## src/rtl/core_pkg.sv

```systemverilog
`default_nettype none
// +-----------------------------------------------------------------+
// | core_pkg : ALU opcodes and fetch-stage state encoding           |
// | Rev 1.0                                                         |
// +-----------------------------------------------------------------+
package core_pkg;

   localparam logic [3:0] ALU_ADD  = 4'b0000;
   localparam logic [3:0] ALU_SUB  = 4'b0001;
   localparam logic [3:0] ALU_AND  = 4'b0010;
   localparam logic [3:0] ALU_OR   = 4'b0011;
   localparam logic [3:0] ALU_XOR  = 4'b0100;
   localparam logic [3:0] ALU_SHL  = 4'b0101;
   localparam logic [3:0] ALU_SHR  = 4'b0110;
   localparam logic [3:0] ALU_MOV  = 4'b0111;
   localparam logic [3:0] ALU_LT   = 4'b1000;
   localparam logic [3:0] ALU_EQL  = 4'b1001;
   localparam logic [3:0] ALU_RST  = 4'b1010;
   localparam logic [3:0] ALU_HALT = 4'b1011;
   localparam logic [3:0] ALU_LUT  = 4'b1100;

   typedef enum logic [1:0] {
      IDLE   = 2'd0,
      RUN    = 2'd1,
      HALTED = 2'd2
   } fetch_state_t;

endpackage
`default_nettype wire

```

## src/rtl/sat_counter.sv

```systemverilog
`default_nettype none
// +-----------------------------------------------------------------+
// | sat_counter : up-counter with clear that sticks at all-ones     |
// | Rev 1.0                                                         |
// +-----------------------------------------------------------------+
module sat_counter #(
   parameter int WIDTH = 16
) (
   input  logic             clk_i,
   input  logic             rst_ni,
   input  logic             clr_i,
   input  logic             en_i,
   output logic [WIDTH-1:0] count_o
);

   logic [WIDTH-1:0] count_q;

   always_ff @(posedge clk_i) begin
      if (!rst_ni) begin
         count_q <= '0;
      end else if (clr_i) begin
         count_q <= '0;
      end else if (en_i && (count_q != {WIDTH{1'b1}})) begin
         count_q <= count_q + WIDTH'(1);
      end
   end

   assign count_o = count_q;

endmodule
`default_nettype wire

```

## src/rtl/fetch_ctrl.sv

```systemverilog
`default_nettype none
// +-----------------------------------------------------------------+
// | fetch_ctrl : PC sequencing, condition/carry flags, run FSM      |
// | Rev 1.0                                                         |
// +-----------------------------------------------------------------+
module fetch_ctrl
   import core_pkg::*;
#(
   parameter int              PC_W     = 10,
   parameter logic [PC_W-1:0] START_PC = '0,
   parameter int              CNT_W    = 16
) (
   input  logic             CLK,
   input  logic             Reset_n,
   input  logic             Start,
   input  logic             HaltEn,
   input  logic             BranchEn,
   input  logic             CondWrEn,
   input  logic             CarryWrEn,
   input  logic             CarryRst,
   input  logic [7:0]       AluOut,
   input  logic             AluZero,
   input  logic [1:0]       AluOvf,
   output logic [PC_W-1:0]  PC,
   output logic [1:0]       OverflowIn,
   output logic             CondFlag,
   output logic             Running,
   output logic             Done,
   output logic [CNT_W-1:0] InstCount
);

   fetch_state_t    state_q;
   logic [PC_W-1:0] pc_q;
   logic [PC_W-1:0] pc_d;
   logic [PC_W-1:0] br_off;
   logic [1:0]      ovf_q;
   logic            cond_q;
   logic            run_q;
   logic            done_q;
   logic            cnt_clr;
   logic            cnt_en;

   assign br_off = PC_W'($signed(AluOut));

   // Branch decision uses the flag as it stood before this edge.
   always_comb begin
      pc_d = pc_q + PC_W'(1);
      if (HaltEn) begin
         pc_d = pc_q;
      end else if (BranchEn && cond_q) begin
         pc_d = pc_q + br_off;
      end
   end

   always_ff @(posedge CLK) begin
      if (!Reset_n) begin
         state_q <= IDLE;
         pc_q    <= START_PC;
         ovf_q   <= 2'b00;
         cond_q  <= 1'b0;
         run_q   <= 1'b0;
         done_q  <= 1'b0;
      end else begin
         case (state_q)
            IDLE, HALTED: begin
               if (Start) begin
                  state_q <= RUN;
                  pc_q    <= START_PC;
                  ovf_q   <= 2'b00;
                  cond_q  <= 1'b0;
                  run_q   <= 1'b1;
                  done_q  <= 1'b0;
               end
            end
            RUN: begin
               pc_q <= pc_d;
               if (CondWrEn) begin
                  cond_q <= ~AluZero;
               end
               if (CarryRst) begin
                  ovf_q <= 2'b00;
               end else if (CarryWrEn) begin
                  ovf_q <= AluOvf;
               end
               if (HaltEn) begin
                  state_q <= HALTED;
                  run_q   <= 1'b0;
                  done_q  <= 1'b1;
               end
            end
            default: begin
               state_q <= IDLE;
               run_q   <= 1'b0;
               done_q  <= 1'b0;
            end
         endcase
      end
   end

   assign cnt_clr = (state_q != RUN) && Start;
   assign cnt_en  = (state_q == RUN);

   sat_counter #(
      .WIDTH (CNT_W)
   ) u_inst_cnt (
      .clk_i   (CLK),
      .rst_ni  (Reset_n),
      .clr_i   (cnt_clr),
      .en_i    (cnt_en),
      .count_o (InstCount)
   );

   assign PC         = pc_q;
   assign OverflowIn = ovf_q;
   assign CondFlag   = cond_q;
   assign Running    = run_q;
   assign Done       = done_q;

endmodule
`default_nettype wire

```

## config.mk

```make
export PLATFORM = sky130hd
export DESIGN_NAME = fetch_ctrl
export DESIGN_NICKNAME = d
export VERILOG_FILES = /design/src/rtl/core_pkg.sv /design/src/rtl/sat_counter.sv /design/src/rtl/fetch_ctrl.sv
export SDC_FILE = /design/constraint.sdc
export NUM_CORES = 1
export LEC_CHECK = 0
export ABC_AREA = 1
export BUFFER_PORTS_ARGS = -buffer_cell sky130_fd_sc_hd__buf_2
export CORE_ASPECT_RATIO = 0.6
export CORE_UTILIZATION = 50
export CTS_CLUSTER_SIZE = 16
export DETAILED_ROUTE_END_ITERATION = 8
export PLACE_DENSITY = 0.82
export SLEW_MARGIN = 20
export SYNTH_ARGS = -nofsm -noshare
export SYNTH_HDL_FRONTEND = slang
export SYNTH_SLANG_ARGS = --single-unit
```

## constraint.sdc

```tcl
create_clock -name CLK -period 2.6 [get_ports CLK]
set_clock_uncertainty 0.1 [all_clocks]
set_input_delay 0.26 -clock CLK [delete_from_list [all_inputs] [get_ports CLK]]
set_output_delay 0.26 -clock CLK [all_outputs]
set_load 0.03 [all_outputs]
```

==> impl_metrics.tcl, run 1 <==
set metrics [dict create \
    hold_viol 0 \
    grtUsageTotal_pct 25.89 \
    syn_avg_cell_area_sq_um 6.650 \
    endpoint_kind "flip-flop" \
    firstDrtPassIters 7 \
    syn-num-nets 338 \
    area_delta_synth_final_pct 17.23 \
    report.final.slew_viol_count 0 \
    cp-start-kind "flip-flop" \
    postRouteAntennaNets 0 \
    hold_path.class "input port to flip-flop" \
    grt_setup_unrepaired "no" \
    crit_top_cell "nand2_1" \
    leakagePower_nw 1.172 \
    p_per_area_nw_per_um2 415.5 \
    multiInputGateArea_sq_um 1240 \
    cpPeakStageDelay_ps 350 \
    seq_area_frac_synth_pct 31.28 \
    p_total_mw 0.9977 \
    layout_commonest_cell "nand2_1" \
    viasPerCell 5.278 \
    peakVddDrop_mv 0.2591 \
    clk_pin_slew_ps 70 \
    fmax_mhz 450.1 \
    syn_area_sq_um 2048 \
    io_buffer_count 49 \
    initial_core_util_pct 54.10 \
    postSynthRegisterBits 32 \
    crit_path_max_fanout 8 \
    clockBufferDepth 2 \
    cap_violations 0 \
    final_util_pct 63.42 \
    cts-root-buf "clkbuf_8" \
    dr_total_vias 2148 \
    design.die.area_sq_um 4365 \
    die_h_microns 51.58 \
    wl_per_cell_microns 12.70 \
    seq_area_sq_um 640.6 \
    period_minus_slack_ps 2222 \
    hold_ws_ps 159.0 \
    max_slew_margin_pct 61.10 \
    timing.setup.tns_ps 0 \
    crit_chain "nand2_1, or2_2, ha_1, inv_1, fa_1, inv_1, nand3_1, nand2_1, nand3_1, nand2_1, nand2_1, nand3_1, a21oi_1" \
    dp_slack_ps 384.7 \
    antenna_found_initial 0 \
    final_cell_mix "nand2_1 (93), buf_2 (49), a21oi_1 (34)" \
    yosys_warnings 0 \
    finalInstanceArea_sq_um 2401 \
    syn_inst 308 \
    grt_max_degree 17 \
    dp_hpwl_microns 3957 \
    ctsResizeCount 0 \
    placed_cells 400 \
    gr-total-overflow 0 \
    htreeDepth 2 \
    fill_cells 362 \
    outcome "finished, final reports clean" \
    worst-setup-path-type "flip-flop to flip-flop" \
    drc 0 \
    first_iter_violations 206 \
    die_w_microns 84.63 \
    gp_congestion 0.8985 \
    layout-drive-gt1-share_pct 18.89 \
    instances_no_fill 407 \
    clk_latency_ps 280 \
    grt_pass1_wl_microns 8604 \
    grt_pass1_vias 1809 \
    dpl-instance-area_sq_um 2323 \
    cp.arrival_ps 2290 \
    setup_slack_ps 378.2 \
    wl_microns 5170 \
    io_pins 50 \
    cp_slowest_cell "fa_1" \
    diodes 0 \
    core_area_sq_um 3786 \
    worstMarginPinSlew_ps 582.9 \
    post_cts_buffers 0 \
    clock-sinks 32 \
    setup_viol 0 \
    ctsHoldBuffers 0 \
    rows 17 \
    nNetsFinal 390 \
    synth.distinct_cells 30 \
    required_ps 2670 \
    finalCritPeriodShare_pct 85.45 \
    cts-buffers-inserted 5 \
    cts_tree "built" \
]
logic make-up after synthesis:
logic type	count (synthesis)	synth area share (%)
and+or+nand+nor	168	37.02
AOI/OAI and AO/OA	45	11.30
buffers and inverters	40	8.186
DFF	32	31.28
xor gates and xnor gates	12	5.131
adders and majority gates	11	7.086
final timing paths:
kind / startpoint / cells past startpoint / slack (ps) / end
worst max-delay path: CondFlag / 13 / 380 / PC[6]
worst min-delay path: AluOvf[1] / 3 / 160 / OverflowIn[1]
worst max register to register: CondFlag / 13 / 380 / PC[6]
worst min register to register: OverflowIn[1] / 2 / 360 / OverflowIn[1]
layer usage:
layer,wire (microns),global-route usage (%)
met3,354,6.825
met2,1982,36.18
met4,10,4.802
met5,0,0
met1,2822,39.64
cell type report:
type                       instances  share of cell area [%]
clock buffer                       6                   3.022
clock inverter                     1                  0.2084
inverter                          35                   5.472
multi-input combinational        236                   51.64
sequential                        32                   26.68
tap                               47                   2.449
timing repair buffer              50                   10.53
power breakdown:
part	switching [mW]	total (mW)	leakage [nW]	internal, mW
combinational	0.0883	0.126	0.872	0.0373
clock	0.183	0.365	0.0410	0.182
sequential	0.00859	0.507	0.259	0.498
total	0.280	0.998	1.17	0.718
critical path, delay by kind of cell, from the launching register on:
family / cells / cell delay (ps)
AO/OA/AOI/OAI: 1 / 60
adder cells (fa/ha/maj): 2 / 520
buffers and inverters: 2 / 150
flip-flops: 1 / 330
AND/OR/NAND/NOR: 8 / 930
cells in the mapped netlist, drive strengths merged:
| cell type | number | area share, % |
|---|---|---|
| a21oi | 34 | 8.3 |
| buf | 4 | 1.6 |
| clkbuf | 1 | 0.18 |
| dfxtp | 32 | 31 |
| fa | 1 | 0.98 |
| ha | 10 | 6.1 |
| inv | 35 | 6.4 |
| nand2 | 94 | 18 |
| nand3 | 24 | 6.1 |
| nand3b | 3 | 1.3 |
| nand4 | 7 | 2.1 |
| nor2 | 35 | 7.7 |
| nor3 | 3 | 1.5 |
| nor3b | 1 | 0.37 |
| o21a | 1 | 0.37 |
| o21ai | 9 | 2.2 |
| o41ai | 1 | 0.43 |
| or2 | 1 | 0.31 |
| xnor2 | 4 | 1.7 |
| xor2 | 8 | 3.4 |
registers in the layout, indices dropped and copies added, names as in the netlist:
name and count:
OverflowIn 2, Done 1, state_q 1, Running 1, PC 10, u_inst_cnt.count_o 16, CondFlag 1
(Power assumes the default switching activity.)
==> inputs of run 2 (changes only) <==
--- a/config.mk
+++ b/config.mk
@@ -6,12 +6,13 @@
 export NUM_CORES = 1
 export LEC_CHECK = 0
 export ABC_AREA = 1
-export BUFFER_PORTS_ARGS = -buffer_cell sky130_fd_sc_hd__buf_2
 export CORE_ASPECT_RATIO = 0.6
+export CORE_MARGIN = 4
 export CORE_UTILIZATION = 50
 export CTS_CLUSTER_SIZE = 16
 export DETAILED_ROUTE_END_ITERATION = 8
-export PLACE_DENSITY = 0.82
+export DONT_BUFFER_PORTS = 1
+export PLACE_DENSITY = 0.72
 export SLEW_MARGIN = 20
 export SYNTH_ARGS = -nofsm -noshare
 export SYNTH_HDL_FRONTEND = slang
==> run 2 against run 1 <==
Design area down 5.1%; die area up 20%; combinational power down 16%; clock power up 18%; worst setup slack worse by 31 ps; register-to-register slack worse by 30 ps; power up 5.1%; hold slack worse by 150 ps; clock-buffer cell count up 1; via count down 7.6%; utilization down 3.5 points; critical path depth down 1; critical path type unchanged; largest cell class unchanged; highest routed layer unchanged.
==> impl_metrics.tcl, run 2 (synthesized netlist as in run 1, its figures left out) <==
set metrics [dict create \
    outcome "finished, final reports clean" \
    final_util_pct 59.88 \
    largest_reg_flops 16 \
    initial_core_util_pct 53.80 \
    cp.arrival_ps 2370 \
    gp_congestion 0.9066 \
    clock-sinks 32 \
    drc 0 \
    clkPwrFrac_pct 41.2 \
    htreeDepth 2 \
    swShare_pct 27.21 \
    clk_pin_slew_ps 70 \
    comb_power_share_pct 10.1 \
    antenna_found_initial 0 \
    grt_pass1_vias 1664 \
    power_switching_mw 0.2852 \
    viasPerCell 5.333 \
    die_w_microns 90.63 \
    required_ps 2720 \
    dp_hpwl_microns 4008 \
    cp-start-kind "flip-flop" \
    period_minus_slack_ps 2253 \
    io_buffer_count 0 \
    cts_tree "built" \
    area_delta_synth_final_pct 11.30 \
    wl_microns 5259 \
    worst-setup-path-type "flip-flop to flip-flop" \
    die_h_microns 57.58 \
    finalCritPeriodShare_pct 86.66 \
    firstDrtPassIters 4 \
    cts-root-buf "clkbuf_8" \
    ctsResizeCount 0 \
    p_total_mw 1.048 \
    max_slew_margin_pct 63.98 \
    endpoint_kind "flip-flop" \
    intPower_mw 0.7630 \
    p_per_area_nw_per_um2 459.8 \
    grtUsageTotal_pct 20.53 \
    dp_slack_ps 418.3 \
    post_cts_buffers 0 \
    gr-total-overflow 0 \
    crit_path_max_fanout 8 \
    postRouteAntennaNets 0 \
    hold_path.class "input port to flip-flop" \
    ctsHoldBuffers 0 \
    io_pins 50 \
    nNetsFinal 355 \
    diodes 0 \
    setup_viol 0 \
    clockBufferDepth 2 \
    hold_viol 0 \
    final_cell_mix "nand2_1 (93), a21oi_1 (34), dfxtp_1 (32), inv_1 (32), nor2_1 (32)" \
    first_iter_violations 187 \
    worstMarginPinSlew_ps 539.5 \
    grt_pass1_wl_microns 8376 \
    rows 17 \
    cap_violations 0 \
    timing.setup.tns_ps 0 \
    layout-drive-gt1-share_pct 10.46 \
    leakagePower_nw 1.015 \
    peakVddDrop_mv 0.2559 \
    seqPwrFrac_pct 48.7 \
    grt_max_degree 17 \
    placed_cells 365 \
    design.die.area_sq_um 5218 \
    report.final.slew_viol_count 0 \
    core_area_sq_um 3807 \
    setup_slack_ps 346.9 \
    cts-buffers-inserted 5 \
    clk_latency_ps 290 \
    dr_total_vias 1984 \
    grt_setup_unrepaired "no" \
    wl_per_cell_microns 14.14 \
    fmax_mhz 443.8 \
    instances_no_fill 372 \
    layout_commonest_cell "nand2_1" \
]
-- run 2: cell count changes in the layout (fill, tap and decap cells not counted), sizes merged --
cell    change
buf        -35
clkbuf      +1
clkinv      -1
-- run 2: critical path, cell delays in order, from the launching register on --
cell	delay, ps
dfxtp_1	320
nand2_1	230
or2_2	170
ha_1	180
inv_1	60
fa_1	350
inv_1	110
nand3_1	90
nand2_1	150
nand3_1	110
nand3b_1	100
nand3_1	80
a21oi_1	130
-- run 2: cell type report --
cell class / count / area, sq um
Clock buffer: 7 / 96.34
Sequential cell: 32 / 640.6
Inverter: 35 / 131.4
Tap cell: 47 / 58.81
Fill cell: 335 / 1528
Timing Repair Buffer: 15 / 112.6
Multi-Input combinational cell: 236 / 1240
-- run 2: power by group through the flow --
stage / Sequential [mW] / Combinational, mW / Clock, mW
4_1_cts: 0.511 / 0.105 / 0.433
6_report: 0.510 / 0.106 / 0.432
3_3_place_gp: 0.522 / 0.104 / 0
2_1_floorplan: 0.530 / 0.0710 / 0
3_5_place_dp: 0.522 / 0.104 / 0
5_1_grt: 0.511 / 0.117 / 0.461
-- run 2: through the flow --
step	instance area, sq um	hold slack [ps]
floorplan	2048	298.4
global placement	2183	304.7
detailed placement	2183	309.3
CTS	2280	3.886
global route	2280	17.70
finish	2280	4.148
-- run 2: metal layers --
metal / wire length (microns) / global-route usage [%] / vias up
li1: - / - / 1028
met1: 2692 / 31.77 / 871
met2: 1957 / 25.18 / 83
met3: 583 / 6.983 / 2
met4: 25 / 7.407 / 0
met5: 0 / 0 / -
-- run 2: path summary, 6_finish.rpt --
path / start / endpoint / slack [ps] / cells past startpoint
setup / recovery: CondFlag / PC[6] / 350 / 12
hold / removal: Reset_n / Running / 4 / 2
setup reg to reg: CondFlag / PC[6] / 350 / 12
hold reg to reg: state_q[0] / Running / 410 / 1
==> inputs of run 3 (changes only) <==
--- a/config.mk
+++ b/config.mk
@@ -6,13 +6,13 @@
 export NUM_CORES = 1
 export LEC_CHECK = 0
 export ABC_AREA = 1
-export CORE_ASPECT_RATIO = 0.6
 export CORE_MARGIN = 4
-export CORE_UTILIZATION = 50
+export CORE_UTILIZATION = 28
 export CTS_CLUSTER_SIZE = 16
 export DETAILED_ROUTE_END_ITERATION = 8
 export DONT_BUFFER_PORTS = 1
-export PLACE_DENSITY = 0.72
+export PLACE_DENSITY = 0.48
+export REMOVE_ABC_BUFFERS = 1
 export SLEW_MARGIN = 20
 export SYNTH_ARGS = -nofsm -noshare
 export SYNTH_HDL_FRONTEND = slang
==> run 3 against run 2 <==
Cell count rose by 15%; combinational power hardly changed; worst setup slack better by 51 ps; via count fell by 2.5%; critical path depth is 1 higher; die area is 68% higher; non-clock buffer count increased by 4; flip-flop and latch count unchanged; clock-buffer cell count up 1; critical path type unchanged.
==> impl_metrics.tcl, run 3 (synthesized netlist as in run 1, its figures left out) <==
set metrics [dict create \
    outcome "finished, final reports clean" \
    required_ps 2650 \
    hold_ws_ps 23.77 \
    grtUsageTotal_pct 13.20 \
    firstDrtPassIters 4 \
    instances_no_fill 426 \
    diodes 0 \
    layout-drive-gt1-share_pct 11.21 \
    grt_pass1_wl_microns 9294 \
    layout_commonest_cell "nand2_1" \
    viasPerCell 4.542 \
    grt_max_degree 17 \
    peakVddDrop_mv 0.2075 \
    rows 30 \
    wl_microns 5437 \
    htreeDepth 2 \
    placed_cells 418 \
    hold_viol 0 \
    fmax_mhz 454.2 \
    cp-start-kind "flip-flop" \
    first_iter_violations 33 \
    cts_tree "built" \
    clock-sinks 32 \
    final_util_pct 34.05 \
    ctsResizeCount 0 \
    timing.setup.tns_ps 0 \
    grt_pass1_vias 1980 \
    antenna_found_initial 0 \
    final_cell_mix "nand2_1 (93), a21oi_1 (34), dfxtp_1 (32), inv_1 (32), nor2_1 (32)" \
    dp_hpwl_microns 4098 \
    dpl-instance-area_sq_um 2275 \
    ctsHoldBuffers 0 \
    hold_path.class "input port to flip-flop" \
    leakagePower_nw 1.032 \
    nNetsFinal 359 \
    area_delta_synth_final_pct 15.46 \
    initial_core_util_pct 29.50 \
    max_slew_margin_pct 64.54 \
    fill_cells 794 \
    wl_per_cell_microns 12.76 \
    cts-root-buf "clkbuf_8" \
    finalCritPeriodShare_pct 84.68 \
    postRouteAntennaNets 0 \
    p_per_area_nw_per_um2 433.0 \
    grt_setup_unrepaired "no" \
    worstMarginPinSlew_ps 531.2 \
    gr-total-overflow 0 \
    die_h_microns 93.53 \
    design.die.area_sq_um 8748 \
    setup_viol 0 \
    core_area_sq_um 6944 \
    gp_congestion 0.8234 \
    largest_reg_flops 16 \
    post_cts_buffers 0 \
    cts-buffers-inserted 5 \
    period_minus_slack_ps 2202 \
    cap_violations 0 \
    clk_latency_ps 280 \
    io_pins 50 \
    clk_pin_slew_ps 70 \
    worst-setup-path-type "flip-flop to flip-flop" \
    crit_path_max_fanout 8 \
    cp.arrival_ps 2250 \
    report.final.slew_viol_count 0 \
    die_w_microns 93.53 \
    dr_total_vias 1935 \
    drc 0 \
    endpoint_kind "flip-flop" \
    io_buffer_count 0 \
    finalInstanceArea_sq_um 2365 \
    clockBufferDepth 2 \
]
==> run 3: cell type report <==
| cell class | instances | area (sq um) | area share, % |
|---|---|---|---|
| multi-input cells | 236 | 1240 | 52.43 |
| flip-flops and latches | 32 | 640.6 | 27.09 |
| repair buffers | 19 | 142.6 | 6.032 |
| inverters | 35 | 131.4 | 5.556 |
| well taps | 96 | 120.1 | 5.079 |
| clock buffers | 8 | 90.09 | 3.810 |
==> run 3: routing by layer <==
layer | global-route usage (%) | share of wire (%) | vias up
li1 | - | - | 1033
met1 | 15.99 | 46 | 852
met2 | 21.98 | 45 | 46
met3 | 4.907 | 7.7 | 4
met4 | 3.490 | 0.85 | 0
met5 | 0 | 0 | -
==> run 3: worst max-delay path, cell delays in order (launching register included) <==
cell,delay (ps)
dfxtp_1,310
nand2_1,230
or2_2,170
ha_1,180
inv_1,60
fa_1,350
inv_1,100
nand3_1,70
nand2_1,140
nand3_1,110
nand2_1,70
nand2_1,40
nand3_1,60
a21oi_1,60
==> run 3: power breakdown <==
group          switching [mW]  internal [mW]  leakage [nW]  total (mW)
Combinational          0.0788         0.0293         0.728       0.108
Clock                   0.190          0.216        0.0455       0.406
Sequential             0.0113          0.498         0.259       0.509
Total                   0.280          0.744          1.03        1.02
==> run 3: worst paths after layout <==
path / startpoint / end / slack (ps) / depth (start not counted)
worst max-delay path: CondFlag / PC[6] / 400 / 13
worst min-delay path: Reset_n / PC[0] / 20 / 2
worst max register to register: CondFlag / PC[6] / 400 / 13
worst min register to register: state_q[0] / Running / 430 / 1
==> run 3: per-stage QoR <==
stage	setup slack, ps	total power, mW
after floorplan	404.2	0.5935
after global placement	509.9	0.6296
after detailed placement	433.5	0.6297
after CTS	416.0	1.039
after global routing	228.2	1.076
final	398.3	1.024
